$ cat config.mk
export PLATFORM = sky130hd
export DESIGN_NAME = act_scheduler_flat
export DESIGN_NICKNAME = d
export VERILOG_FILES = /design/src/rtl/act_scheduler_pkg.sv /design/src/rtl/act_scheduler_if.sv /design/src/rtl/act_rr_arb.sv /design/src/rtl/act_scheduler.sv /design/src/flat_wrapper.sv
export SDC_FILE = /design/constraint.sdc
export NUM_CORES = 1
export LEC_CHECK = 0
export BUFFER_PORTS_ARGS = -buffer_cell sky130_fd_sc_hd__buf_2
export CAP_MARGIN = 30
export CORE_MARGIN = 5
export CORE_UTILIZATION = 30
export DETAILED_ROUTE_END_ITERATION = 10
export SETUP_SLACK_MARGIN = 0.1
export SYNTH_ARGS = -nofsm -noshare
export SYNTH_HDL_FRONTEND = slang
export SYNTH_SLANG_ARGS = --single-unit
$ cat constraint.sdc
create_clock -name clk -period 1.6 [get_ports clk]
set_input_delay 0 -clock clk [delete_from_list [all_inputs] [get_ports clk]]
set_output_delay 0 -clock clk [all_outputs]
set_load 0.05 [all_outputs]
$ cat src/rtl/act_scheduler_pkg.sv
// Shared types and helpers for the activation scheduler slice.
package act_sched_pkg;

  typedef enum logic [1:0] {
    IDLE = 2'd0,
    EVAL = 2'd1,
    RESP = 2'd2
  } act_state_t;

  localparam int ACT_DATA_W = 16;

  function automatic int clog2_min1(input int n);
    return (n <= 1) ? 1 : $clog2(n);
  endfunction

endpackage

$ cat src/rtl/act_scheduler_if.sv
// Requester, activation-unit and response signals of the activation scheduler.
interface act_scheduler_if
  import act_sched_pkg::*;
#(
  parameter int N_REQ  = 4,
  parameter int DATA_W = ACT_DATA_W,
  parameter int ID_W   = clog2_min1(N_REQ)
);

  logic [N_REQ-1:0]        req_valid;
  logic [N_REQ*DATA_W-1:0] req_data;
  logic [N_REQ-1:0]        req_ready;
  logic [DATA_W-1:0]       act_in;
  logic [DATA_W-1:0]       act_out;
  logic                    rsp_valid;
  logic                    rsp_ready;
  logic [DATA_W-1:0]       rsp_data;
  logic [ID_W-1:0]         rsp_id;
  logic                    busy;

  modport slave (
    input  req_valid, req_data, act_out, rsp_ready,
    output req_ready, act_in, rsp_valid, rsp_data, rsp_id, busy
  );

  modport master (
    output req_valid, req_data, act_out, rsp_ready,
    input  req_ready, act_in, rsp_valid, rsp_data, rsp_id, busy
  );

endinterface

$ cat src/rtl/act_rr_arb.sv
// Request arbiter: round-robin when ACT_RR_EN is defined, else fixed lowest-index priority.
module act_rr_arb
  import act_sched_pkg::*;
#(
  parameter int N_REQ = 4,
  parameter int ID_W  = clog2_min1(N_REQ)
) (
  input  logic [N_REQ-1:0] req_valid,
  input  logic [ID_W-1:0]  pointer,
  output logic [N_REQ-1:0] grant,
  output logic [ID_W-1:0]  index
);

`ifndef ACT_RR_EN
  logic ptr_unused_s;
  assign ptr_unused_s = ^pointer;
`endif

  // First asserted requester along the search order wins.
  always_comb begin
    int   c_s;
    logic found_s;
    logic hit_s;
    grant   = '0;
    index   = '0;
    found_s = 1'b0;
    hit_s   = 1'b0;
    c_s     = 0;
    for (int k = 1; k <= N_REQ; k++) begin
`ifdef ACT_RR_EN
      c_s = (int'(pointer) + k) % N_REQ;
`else
      c_s = k - 1;
`endif
      hit_s      = !found_s && req_valid[c_s];
      grant[c_s] = hit_s;
      index      = hit_s ? ID_W'(c_s) : index;
      found_s    = found_s | hit_s;
    end
  end

endmodule

$ cat src/rtl/act_scheduler.sv
// Shares one combinational activation unit among N_REQ requesters.
// ACT_RR_EN selects round-robin arbitration; otherwise fixed priority.
module act_scheduler
  import act_sched_pkg::*;
#(
  parameter int N_REQ  = 4,
  parameter int DATA_W = ACT_DATA_W,
  parameter int ID_W   = clog2_min1(N_REQ)
) (
  input logic            clk,
  input logic            n_rst,
  act_scheduler_if.slave bus
);

  act_state_t        state_r;
  act_state_t        state_s;
  logic [DATA_W-1:0] op_r;
  logic [ID_W-1:0]   id_r;
  logic [DATA_W-1:0] rsp_data_r;
  logic [ID_W-1:0]   rsp_id_r;
  logic [ID_W-1:0]   ptr_s;
  logic [N_REQ-1:0]  gnt_s;
  logic [ID_W-1:0]   gnt_idx_s;
  logic              grant_en_s;
  logic              any_s;
  logic              fire_s;

  act_rr_arb #(.N_REQ(N_REQ), .ID_W(ID_W)) u_arb (
    .req_valid (bus.req_valid),
    .pointer   (ptr_s),
    .grant     (gnt_s),
    .index     (gnt_idx_s)
  );

  assign any_s = |bus.req_valid;

  // Grants open in IDLE, or in RESP once the held response is taken.
  always_comb begin
    grant_en_s = 1'b0;
    state_s    = state_r;
    case (state_r)
      IDLE: begin
        grant_en_s = 1'b1;
        if (any_s) state_s = EVAL;
        else       state_s = IDLE;
      end
      EVAL: begin
        grant_en_s = 1'b0;
        state_s    = RESP;
      end
      RESP: begin
        grant_en_s = bus.rsp_ready;
        if (bus.rsp_ready && any_s) state_s = EVAL;
        else if (bus.rsp_ready)     state_s = IDLE;
        else                        state_s = RESP;
      end
      default: begin
        grant_en_s = 1'b0;
        state_s    = IDLE;
      end
    endcase
  end

  assign fire_s        = grant_en_s & any_s;
  assign bus.req_ready = grant_en_s ? gnt_s : '0;

  // FSM, operand capture and response capture.
  always_ff @(posedge clk or negedge n_rst) begin
    if (!n_rst) begin
      state_r    <= IDLE;
      op_r       <= '0;
      id_r       <= '0;
      rsp_data_r <= '0;
      rsp_id_r   <= '0;
    end else begin
      state_r <= state_s;
      if (fire_s) begin
        op_r <= bus.req_data[int'(gnt_idx_s)*DATA_W +: DATA_W];
        id_r <= gnt_idx_s;
      end
      if (state_r == EVAL) begin
        rsp_data_r <= bus.act_out;
        rsp_id_r   <= id_r;
      end
    end
  end

`ifdef ACT_RR_EN
  logic [ID_W-1:0] ptr_r;

  // Last winner; the next search begins just after it.
  always_ff @(posedge clk or negedge n_rst) begin
    if (!n_rst) begin
      ptr_r <= ID_W'(N_REQ - 1);
    end else if (fire_s) begin
      ptr_r <= gnt_idx_s;
    end
  end

  assign ptr_s = ptr_r;
`else
  assign ptr_s = ID_W'(N_REQ - 1);
`endif

  assign bus.act_in    = op_r;
  assign bus.rsp_valid = (state_r == RESP);
  assign bus.busy      = (state_r != IDLE);
  assign bus.rsp_data  = rsp_data_r;
  assign bus.rsp_id    = rsp_id_r;

endmodule

$ cat src/flat_wrapper.sv
// flat-port wrapper written by rule: the top's interface ports become plain ports
module act_scheduler_flat import act_sched_pkg::*;
#(
  parameter int N_REQ  = 4,
  parameter int DATA_W = ACT_DATA_W,
  parameter int ID_W   = clog2_min1(N_REQ)
)
  (clk, n_rst, bus_req_valid, bus_req_data, bus_act_out, bus_rsp_ready, bus_req_ready, bus_act_in, bus_rsp_valid, bus_rsp_data, bus_rsp_id, bus_busy);
  act_scheduler_if #(.N_REQ(N_REQ), .DATA_W(DATA_W), .ID_W(ID_W)) bus_i ();
  input logic clk;
  input logic n_rst;
  input wire logic [$bits(bus_i.req_valid)-1:0] bus_req_valid;
  input wire logic [$bits(bus_i.req_data)-1:0] bus_req_data;
  input wire logic [$bits(bus_i.act_out)-1:0] bus_act_out;
  input wire logic [$bits(bus_i.rsp_ready)-1:0] bus_rsp_ready;
  output wire logic [$bits(bus_i.req_ready)-1:0] bus_req_ready;
  output wire logic [$bits(bus_i.act_in)-1:0] bus_act_in;
  output wire logic [$bits(bus_i.rsp_valid)-1:0] bus_rsp_valid;
  output wire logic [$bits(bus_i.rsp_data)-1:0] bus_rsp_data;
  output wire logic [$bits(bus_i.rsp_id)-1:0] bus_rsp_id;
  output wire logic [$bits(bus_i.busy)-1:0] bus_busy;
  assign bus_i.req_valid = bus_req_valid;
  assign bus_i.req_data = bus_req_data;
  assign bus_i.act_out = bus_act_out;
  assign bus_i.rsp_ready = bus_rsp_ready;
  assign bus_req_ready = bus_i.req_ready;
  assign bus_act_in = bus_i.act_in;
  assign bus_rsp_valid = bus_i.rsp_valid;
  assign bus_rsp_data = bus_i.rsp_data;
  assign bus_rsp_id = bus_i.rsp_id;
  assign bus_busy = bus_i.busy;
  act_scheduler #(.N_REQ(N_REQ), .DATA_W(DATA_W), .ID_W(ID_W)) u_core (.clk(clk), .n_rst(n_rst), .bus(bus_i));
endmodule
== Word level (Yosys, flattened, before mapping) ==
Index checks and enable logic that the tools add are counted.
W data, S select, Z words.

* Equality and inequality tests: 2
* Shift-type cells: 1
* Mux-type cells: 9
* Bitwise operators: 3
* Reduce and logical (&&, ||, !) cells: 10

{| class="wikitable"
|+ Operator list
! cell !! number
|-
| $shiftx A64 B7 Y16 || 1
|-
| $mux W2 || 4
|-
| $pmux W2 S3 || 1
|-
| $logic_and A1 B1 Y1 || 4
|-
| $mux W4 || 1
|-
| $reduce_or A4 Y1 || 1
|-
| $logic_not A1 Y1 || 3
|-
| $eq A2 B1 Y1 const B || 1
|-
| $eq A2 B2 Y1 const B || 1
|-
| $logic_not A2 Y1 || 1
|-
| $mux W1 || 2
|-
| $or A1 B1 Y1 || 2
|-
| $pmux W1 S2 || 1
|-
| $reduce_bool A2 Y1 || 1
|-
| $and A1 B1 Y1 || 1
|}

* Register bits after elaboration: 38
* Bits of input ports: 87
* Output and inout bits: 40
* Word-level logic and storage cells: 30

== Longest topological paths before layout ==
* Depth after elaboration: 10
* Mapped depth: 6
* Mapped depth without buffers: 5

== Cells and area by module ==
From an unflattened synthesis, not the netlist that was laid out.

* Cells, all modules: 119
* Area, all modules: 2004.4 µm²

{| class="wikitable"
|+ By module, submodules not included
! module !! instances !! cells an instance !! area each (µm²) !! sequential area each (µm²)
|-
| act_scheduler || 1 || 110 || 1940.6 || 950.9
|-
| act_rr_arb || 1 || 9 || 63.8 || 0.0
|}

== Worst setup path before layout ==
Ideal clock, no wire load.

* Path kind: reg-to-output
* Start: register u_core.state_r[1]
* End: output bus_req_ready[0]
* Arrival time: 1.447 ns
* Required time: 1.600 ns
* Setup slack: 0.153 ns
* Stages on the path, launching flop included: 5
* Path buffers: 1
* Path through: dfrtp_1 > nand2b_1 > nand2b_1 > clkbuf_1 > nor2_1

* Longest elaborated chain between the ends: 3
* Elaborated cells on any way between the ends: 4
* Those cells by class: eq/ne (1); mux (2); reduce/logical (1)

{| class="wikitable"
|+ Ends and longest elaborated chain
! item !! line !! text
|-
| from (decl) || act_scheduler.sv:15 || <nowiki>act_state_t state_r;</nowiki>
|-
| from (signal assigned) || act_scheduler.sv:76 || <nowiki>state_r <= state_s;</nowiki>
|-
| $eq A2 B2 Y1 or $logic_not A2 Y1 (tied branches) || act_scheduler.sv:41 || <nowiki>case (state_r)</nowiki>
|-
| $pmux W1 S2 * || act_scheduler.sv:41 ||
|-
| $mux W4 * || act_scheduler.sv:65 || <nowiki>assign bus.req_ready = grant_en_s ? gnt_s : '0;</nowiki>
|-
| to (decl) || flat_wrapper.sv:16 || <nowiki>output wire logic [$bits(bus_i.req_ready)-1:0] bus_req_ready;</nowiki>
|}

Mark *: on every way between the ends. The rest lies on a longest branch, timed or not.

== Worst setup path in the final report ==
* Start: register u_core.state_r[0]
* End: output bus_req_ready[0]

Same word-level chain as after synthesis.

==> results.yml <==
yosys:
  yosysTopAreaCell: "dfrtp_1"
  synth_top_area_frac: 0.490
  yosysWarnings: 0
  syn_nets: 247
  ys_ff_latch: 38
  synth_area_leaders: "dfrtp_1, mux2_2, mux2_4"
  synth_cell_type_count: 25
  netlist_area_sq_um: 1940
  yosysSeqAreaShare: 0.490
  avgSynthCellArea_sq_um: 12.1
  synth_cells: 160
setup_path:
  cp-start-kind: "flop"
  crit_fanout: 7
  crit_start: "u_core.state_r[0]$_DFF_PN0_"
  endpoint_kind: "output port"
  r2r_slack_ps: 240
  worstPathArrival_ps: 1440
  rr_endpoint: "u_core.bus.rsp_data[1]$_DFFE_PN0N_"
  cp.required_ps: 1600
  ff2ff_path_depth: 3
  crit_type: "reg2out"
  r2r-start: "u_core.state_r[0]$_DFF_PN0_"
sta:
  clock_skew_ps: 8.00
  final.min_clock_period_ps: 1440
  worst_slack_ps: 160
  max_freq_mhz: 694
  hold_viol: 0
  drv_slew: 0
  setup_viol_count_final: 0
  setup_tns_ps: 0
  rsz0062_at_grt: "yes"
  max-slew-margin-rel: 0.577
  finalCritPeriodShare: 0.900
  worst_pin_slew_ps: 633
min_path:
  min_path_cells: 3
  worst_hold_path.endpoint: "u_core.bus.act_in[7]$_DFFE_PN0P_"
  min-delay-start: "bus_req_data[23]"
  hold_path_class: "in2reg"
detailed_routing:
  viasPerCell: 4.97
  drt_iter0_drc: 68
  num_vias: 1933
  wl_um: 6220
  ant_nets: 0
  remaining_drc_errors: 0
  firstDrtPassIters: 6
  wire_per_inst_um: 16.0
die:
  pin_count: 127
  die_w_um: 90.4
  initial_utilization: 0.307
  core_sq_um: 6310
  rows: 29
  dieArea_sq_um: 8180
  die_h_um: 90.4
power:
  p_leak_nw: 1.49
  p_sw_frac: 0.514
  p_int_mw: 2.90
  p_sw_mw: 3.08
  ir_worst_vdd_uv: 1080
  power_frac_clock: 0.103
  pwr-share-comb: 0.613
  power_density_nw_per_um2: 2000
  p_seq_frac: 0.284
placement:
  pre_cts_ws_ps: 220
  port_buffers: 126
  dp_hpwl_um: 4650
  placed_area_sq_um: 2700
  dp.cells: 363
  place.gp.congestion: 0.788
final_layout:
  final_area_sq_um: 2990
  nets: 399
  area_delta_synth_final_pct: 54.2
  fin_cells: 389
  final_core_util: 0.474
  drive_gt1_frac: 0.577
  antenna_cells: 0
clocking:
  path_clk_slew_ps: 80
  clkSinkCount: 38
  clock_path_buffers: 2
  clk_latency_ps: 290
  cts_htree_levels: 2
  cts_tree: "built"
  cts_made_buffers: 5
  clk_root_buffer_cell: "clkbuf_8"
global_routing:
  grt_pass1_wl_um: 10100
  grt_pass1_vias: 2033
  grt_max_degree: 27
  grt_usage: 0.150
  antenna_found_initial: 0
  overflow: 0
job:
  cap_viol_max_count: 0
status:
  status: "finished clean"
==> stage by stage <==
| step | hold WS (ps) | total power, mW |
|---|---|---|
| after floorplan | -296 | 4.35 |
| after detailed placement | 49.6 | 5.33 |
| after CTS | 4.34 | 6.03 |
| after global placement | 38.3 | 5.28 |
| final | 12.9 | 5.98 |
| after global routing | 36.7 | 6.33 |
==> layout by cell type (no fill, tap or decap), drive strengths merged, types with 3 or more instances in the layout <==
master / instances
o22a: 8
o2bb2ai: 8
and3: 3
nor2b: 4
dlygate4sd3: 17
nand2: 3
nand2b: 3
clkbuf: 5
mux2: 25
o22ai: 8
dfrtp: 38
nor2: 14
o21ai: 3
a22oi: 8
clkinv: 3
a2bb2oi: 9
buf: 140
a222oi: 8
==> layer usage <==
layer  global-route usage  up-vias  part of all wire
met2                0.264       84              0.51
met4               0.0409        0            0.0037
met1                0.181      925              0.41
li1                     -      920                 -
met5                    0        -                 0
met3               0.0375        4             0.070
==> how the worst max path moves through the flow <==
stage	cells past startpoint	to
after global placement	6	u_core.bus.act_in[6]$_DFFE_PN0P_
after CTS	5	bus_req_ready[3]
after detailed placement	5	bus_req_ready[2]
final	3	bus_req_ready[0]
after floorplan	4	bus_req_ready[0]
after global routing	3	bus_req_ready[0]
==> cell usage after synthesis, drive strengths merged <==
cell	number
and3	3
or2	2
nand2b	3
a22oi	8
clkinv	1
nor2	14
mux2	25
a2bb2oi	9
o22ai	8
inv	2
nand2	3
o211ai	1
o2bb2ai	8
clkbuf	3
buf	9
nor2b	4
o22a	8
a222oi	8
dfrtp	38
o21ai	3
==> cell families after synthesis <==
kind of cell | synth area share
multiplexers | 0.161
AO/OA/AOI/OAI | 0.230
flip-flops | 0.490
AND/OR/NAND/NOR | 0.0754
buffers and inverters | 0.0445
==> what timing repair did <==
action	4_1_cts	5_1_grt
hold buffers	17	0
hold endpoints to repair	40	0
setup buffers	1	1
endpoints found under the setup margin	3	5
gates resized for setup	4	4
==> flip-flops by register name (all words and copies together) (netlist names) <==
| register | count |
|---|---|
| u_core.bus.act_in | 16 |
| u_core.bus.rsp_data | 16 |
| u_core.bus.rsp_id | 2 |
| u_core.id_r | 2 |
| u_core.state_r | 2 |
==> power by group through the flow <==
stage | registers (mW) | clock network [mW] | logic (mW)
after global placement | 1.68 | 0 | 3.60
after CTS | 1.69 | 0.654 | 3.69
final | 1.70 | 0.618 | 3.66
after global routing | 1.76 | 0.705 | 3.86
after detailed placement | 1.70 | 0 | 3.63
after floorplan | 3.19 | 0 | 1.16
==> worst max-delay path: stages, from the launching register on <==
cell      delay [ps]
dfrtp_1          470
nand2b_1         290
nor2_1           120
buf_2            270
==> area by class of cell <==
| class | instances | area (sq um) |
|---|---|---|
| multi-input cells | 107 | 923 |
| repair buffers | 157 | 931 |
| clock buffers | 5 | 68.8 |
| well taps | 77 | 96.3 |
| fillers | 621 | 3320 |
| inverters | 3 | 11.3 |
| flip-flops and latches | 38 | 951 |
| clock inverters | 2 | 10.0 |
No activity file was read; power rests on OpenSTA's default activity.
